==> src/rtl/axi_llc_sram_req_if.sv <==
// axi_llc_sram_req_if: initiator-side front end for the LLC SRAM macro wrapper.
// Passes a valid/ready command stream onto the SRAM req/gnt port. It tracks reads
// in flight across the fixed SRAM read latency and captures their data into a
// response FIFO. Read admission is credit-based, so the FIFO can never overflow,
// even though the SRAM itself cannot be stalled.
// Optional feature macro: AXI_LLC_SRAM_REQ_IF_BYPASS_EN. When it is defined,
// captured data is presented the same cycle it arrives if the FIFO is empty.
module axi_llc_sram_req_if #(
  parameter int NumWords  = 1024,
  parameter int DataWidth = 128,
  parameter int ByteWidth = 8,
  parameter int Latency   = 1,
  parameter int RespDepth = 2,
  localparam int BeWidth   = (DataWidth + ByteWidth - 1) / ByteWidth,
  localparam int AddrWidth = (NumWords > 1) ? $clog2(NumWords) : 1,
  localparam int CntWidth  = $clog2(RespDepth + 1)
) (
  input  logic                 clk_i,
  input  logic                 rst_i,
  input  logic                 req_valid_i,
  output logic                 req_ready_o,
  input  logic                 req_we_i,
  input  logic [AddrWidth-1:0] req_addr_i,
  input  logic [DataWidth-1:0] req_wdata_i,
  input  logic [BeWidth-1:0]   req_be_i,
  output logic                 resp_valid_o,
  input  logic                 resp_ready_i,
  output logic [DataWidth-1:0] resp_rdata_o,
  output logic                 sram_req_o,
  output logic                 sram_we_o,
  output logic [AddrWidth-1:0] sram_addr_o,
  output logic [DataWidth-1:0] sram_wdata_o,
  output logic [BeWidth-1:0]   sram_be_o,
  input  logic                 sram_gnt_i,
  input  logic [DataWidth-1:0] sram_rdata_i,
  output logic [CntWidth-1:0]  outstanding_o
);

  localparam int PtrWidth = (RespDepth > 1) ? $clog2(RespDepth) : 1;

  logic [Latency-1:0]   r_track;
  logic [DataWidth-1:0] r_mem [RespDepth];
  logic [PtrWidth-1:0]  r_wptr;
  logic [PtrWidth-1:0]  r_rptr;
  logic [CntWidth-1:0]  r_count;
  logic [CntWidth-1:0]  r_outstanding;

  logic w_can_issue;
  logic w_hs;
  logic w_rd_hs;
  logic w_cap;
  logic w_empty;
  logic w_full;
  logic w_byp;
  logic w_fire;
  logic w_fifo_pop;
  logic w_push;

  function automatic logic [PtrWidth-1:0] ptr_inc(input logic [PtrWidth-1:0] p);
    return (p == PtrWidth'(RespDepth - 1)) ? '0 : p + 1'b1;
  endfunction

  // Admission: writes always go; a read needs a free response slot. Reset blocks both.
  assign w_can_issue = req_we_i | (r_outstanding != CntWidth'(RespDepth));
  assign sram_req_o  = req_valid_i & w_can_issue & ~rst_i;
  assign req_ready_o = sram_gnt_i & w_can_issue & ~rst_i;
  assign w_hs        = sram_req_o & sram_gnt_i;
  assign w_rd_hs     = w_hs & ~req_we_i;

  assign sram_we_o    = req_we_i;
  assign sram_addr_o  = req_addr_i;
  assign sram_wdata_o = req_wdata_i;
  assign sram_be_o    = req_be_i;

  assign w_cap   = r_track[Latency-1];
  assign w_empty = (r_count == '0);
  assign w_full  = (r_count == CntWidth'(RespDepth));

`ifdef AXI_LLC_SRAM_REQ_IF_BYPASS_EN
  assign w_byp        = w_cap & w_empty;
  assign resp_valid_o = ~w_empty | w_cap;
  assign resp_rdata_o = w_empty ? sram_rdata_i : r_mem[r_rptr];
`else
  assign w_byp        = 1'b0;
  assign resp_valid_o = ~w_empty;
  assign resp_rdata_o = r_mem[r_rptr];
`endif

  assign w_fire        = resp_valid_o & resp_ready_i;
  assign w_fifo_pop    = w_fire & ~w_empty;
  assign w_push        = w_cap & ~(w_byp & resp_ready_i);
  assign outstanding_o = r_outstanding;

  // Read tracking: a 1 walks Latency stages, marking the cycle its data is valid
  always_ff @(posedge clk_i) begin
    if (rst_i) r_track <= '0;
    else       r_track <= (r_track << 1) | Latency'(w_rd_hs);
  end

  // Response FIFO control and the outstanding-read credit counter
  always_ff @(posedge clk_i) begin
    if (rst_i) begin
      r_wptr        <= '0;
      r_rptr        <= '0;
      r_count       <= '0;
      r_outstanding <= '0;
    end else begin
      if (w_push)     r_wptr <= ptr_inc(r_wptr);
      if (w_fifo_pop) r_rptr <= ptr_inc(r_rptr);
      case ({w_push, w_fifo_pop})
        2'b10:   r_count <= r_count + 1'b1;
        2'b01:   r_count <= r_count - 1'b1;
        default: r_count <= r_count;
      endcase
      case ({w_rd_hs, w_fire})
        2'b10:   r_outstanding <= r_outstanding + 1'b1;
        2'b01:   r_outstanding <= r_outstanding - 1'b1;
        default: r_outstanding <= r_outstanding;
      endcase
    end
  end

  // FIFO storage: data only, never reset
  always_ff @(posedge clk_i) begin
    if (w_push) r_mem[r_wptr] <= sram_rdata_i;
  end

`ifndef SYNTHESIS
  // Credit accounting must make a push into a full FIFO without a pop unreachable
  always_ff @(posedge clk_i) begin
    if (!rst_i) begin
      assert (!(w_push && w_full && !w_fifo_pop))
        else $error("axi_llc_sram_req_if: response FIFO overflow");
    end
  end
`endif

endmodule

==> config.mk <==
export PLATFORM = sky130hd
export DESIGN_NAME = axi_llc_sram_req_if
export DESIGN_NICKNAME = d
export VERILOG_FILES = /design/src/rtl/axi_llc_sram_req_if.sv
export SDC_FILE = /design/constraint.sdc
export NUM_CORES = 1
export LEC_CHECK = 0
export CORE_AREA = 2 2 227 229
export DETAILED_ROUTE_END_ITERATION = 16
export DIE_AREA = 0 0 229 231
export MAX_ROUTING_LAYER = met4
export PLACE_DENSITY = 0.6
export RECOVER_POWER = 25
export SYNTH_ARGS = -nofsm -noshare
export SYNTH_HDL_FRONTEND = slang
export SYNTH_SLANG_ARGS = --single-unit
==> constraint.sdc <==
create_clock -name clk_i -period 7.5 [get_ports clk_i]
set_clock_uncertainty 0.05 [all_clocks]
set_input_delay 0.75 -clock clk_i [delete_from_list [all_inputs] [get_ports clk_i]]
set_output_delay 0.75 -clock clk_i [all_outputs]
set_load 0.02 [all_outputs]
==> flow_metrics.tcl <==
set metrics [dict create \
    final_common_cell "edfxtp_1" \
    root_buffer "clkbuf_16" \
    cts.clk_slew.worst_paths_ns 0.06 \
    final_cell_mix "256 x edfxtp_1, 165 x clkdlybuf4s50_1, 128 x mux2_2, 102 x dlygate4sd3_1, 31 x clkbuf_16" \
    min_period_ns 3.71 \
    hold_viol 0 \
    io-pin-count 576 \
    switching_share_pct 22.0 \
    vias 5333 \
    viasPerCell 3.70 \
    syn_inst 595 \
    fp.dieH_um 231 \
    avgSynthCellArea_um2 18.1 \
    start_kind "flip-flop" \
    start_util_pct 21.2 \
    syn_to_final_growth_pct 30.8 \
    rr_worst_depth 2 \
    clock_latency_ns 0.57 \
    h-tree-depth 1 \
    rr_startpoint "r_wptr" \
    rsz0062_at_grt "false" \
    ys_ff_latch 264 \
    path_buf_inv 2 \
    yosysWarnings 0 \
    crit_type "reg -> out" \
    die_w_um 229 \
    setup-tns-final_ns 0 \
    worst-path-max-fanout 56 \
    crit_required_ns 6.70 \
    cp_cell_sequence "buf_4 -> mux2_2 -> clkdlybuf4s50_1" \
    pwr-share-clk_pct 41.2 \
    ys_types 20 \
    syn_area_um2 10700 \
    reg2reg_to "r_mem[1][65]" \
    p_per_area_nw_per_um2 245 \
    clock_sinks 264 \
    fp.dieArea_um2 52900 \
    first_pass_iters 4 \
    stdcell_count 1442 \
    relSlewSlack_pct 24.2 \
    cp_top_family "buffers and inverters" \
    layout-drive-gt1-share_pct 23.8 \
    p_switching_w 0.000755 \
    vdd.ir_drop.worst_mv 0.163 \
    total_power_w 0.00344 \
    worstPathArrival_ns 2.91 \
    place_congestion 0.698 \
    post-cts-setup-buffers 0 \
    cts_buffers 30 \
    final_max_slew_viol_count 0 \
    fin_ws_ns 3.79 \
    post-route-period-util_pct 49.5 \
    grt_overflow_total 0 \
    worst-path-stages 3 \
    reg2reg_slack_ns 4.82 \
    end_kind "primary output" \
    cts_resized 0 \
    status "completed" \
    rows 83 \
    min_path_type "reg -> reg" \
    synth_nets 885 \
    nNetsFinal 1019 \
    holdWs_ns 0.469 \
    met3_wirelength_mm 3.18 \
    cp_slowest_cell "buf_4" \
    cts_max_path_buffers 3 \
    max_cap_violations 0 \
    place_ws_ns 4.32 \
    cts_tree "built" \
    intPower_w 0.00268 \
    grt_usage_pct 9.53 \
    highest_layer "met4" \
    setup_viol 0 \
    placedCellCount 1377 \
    critPathCapture "resp_rdata_o[86]" \
    dr_wl_met2_mm 12.4 \
    drc_errors 0 \
    grt_pass1_wl_mm 36.8 \
    total_leakage_power_nw 4.48 \
    finalWirelength_mm 25.7 \
    clock.fmax_mhz 269 \
    wl_met1_mm 8.81 \
    postRouteAntennaNets 0 \
    io_buffers 267 \
    antenna_found_initial 11 \
    postCtsHoldBufs 0 \
    slowest_delay_ns 0.68 \
    grt_max_degree 73 \
    drt_iter0_markers 200 \
    p_comb_share_pct 10.7 \
    wire_per_inst_um 17.8 \
    dp_hpwl_mm 17.9 \
    core_um2 50700 \
    grt_pass1_vias 5801 \
    yosysSeqAreaShare_pct 73.1 \
    tightest_slew_ns 1.14 \
    seqPwrFrac_pct 48.1 \
]
-- tightest hold or removal path: stages, from the launching register on --
cell and delay (ns):
dfxtp_1 0.33, o21ai_0 0.08, a21oi_1 0.06
-- metrics by stage --
step | utilization (%) | cell area (µm²)
global route | 27.7 | 14100
global placement | 25.8 | 13100
CTS | 27.7 | 14000
detailed placement | 25.8 | 13100
floorplan | - | 10700
finish | 27.7 | 14100
-- Yosys cell counts --
| library cell | number | share of area, % |
|---|---|---|
| nand2_1 | 1 | 0.035 |
| inv_1 | 1 | 0.035 |
| mux2_2 | 128 | 13 |
| xnor2_1 | 4 | 0.33 |
| buf_4 | 157 | 11 |
| nor2_1 | 8 | 0.28 |
| xor2_1 | 2 | 0.16 |
| dfxtp_1 | 8 | 1.5 |
| and2_1 | 2 | 0.12 |
| a21oi_1 | 2 | 0.093 |
| o21a_1 | 2 | 0.14 |
| or3_1 | 2 | 0.12 |
| o21ai_0 | 2 | 0.093 |
| edfxtp_1 | 256 | 72 |
| ha_1 | 2 | 0.23 |
| buf_2 | 12 | 0.56 |
| nand2b_1 | 2 | 0.12 |
| clkbuf_1 | 1 | 0.035 |
| or2_2 | 1 | 0.058 |
| nor3b_1 | 2 | 0.14 |
-- power groups by stage --
stage                     combinational [W]  clock (W)  sequential (W)
after global placement             0.000377          0         0.00168
after floorplan                    0.000304          0         0.00168
final                              0.000367    0.00142         0.00165
after detailed placement           0.000382          0         0.00168
after global routing               0.000390    0.00152         0.00165
after CTS                          0.000385    0.00147         0.00165
-- layout make-up --
type | instances | area (µm²)
fillers | 5192 | 36600
flip-flops and latches | 264 | 7850
repair buffers | 272 | 2710
multi-input cells | 160 | 1660
well taps | 680 | 851
clock buffers | 41 | 833
clock inverters | 15 | 125
diodes | 9 | 22.5
inverters | 1 | 3.75
-- layer usage --
metal | track usage [%] | up-vias
li1 | - | 2339
met1 | 9.10 | 2570
met2 | 15.6 | 304
met3 | 4.95 | 120
met4 | 5.11 | 0
met5 | - | -
-- registers in the layout (all words and copies together) (netlist names), named ones only --
register       flops
r_count            2
r_wptr             1
r_track            1
outstanding_o      2
r_mem            256
r_rptr             1
-- kinds of logic (layout without fill, tap and decap cells) --
kind of cell / count (synthesis) / in the layout / share of synthesized area (%)
other: 0 / 9 / 0
buffers and inverters: 171 / 329 / 11.6
AOI/OAI and AO/OA: 6 / 6 / 0.326
DFF: 264 / 264 / 73.1
and+or+nand+nor: 18 / 18 / 0.862
xor gates and xnor gates: 6 / 6 / 0.489
muxes: 128 / 128 / 13.4
adders and majority gates: 2 / 2 / 0.233
-- worst min-delay path by stage --
stage	from	end	slack [ns]	depth (start not counted)
floorplan	r_count[1]	r_count[1]	0.43	2
global placement	r_rptr	flip-flop	0.44	2
detailed placement	r_rptr	r_rptr	0.46	2
CTS	r_count[1]	r_count[1]	0.47	2
global route	outstanding_o[1]	outstanding_o[1]	0.51	2
finish	outstanding_o[1]	outstanding_o[1]	0.47	2
No activity file was read; power rests on OpenSTA's default activity.
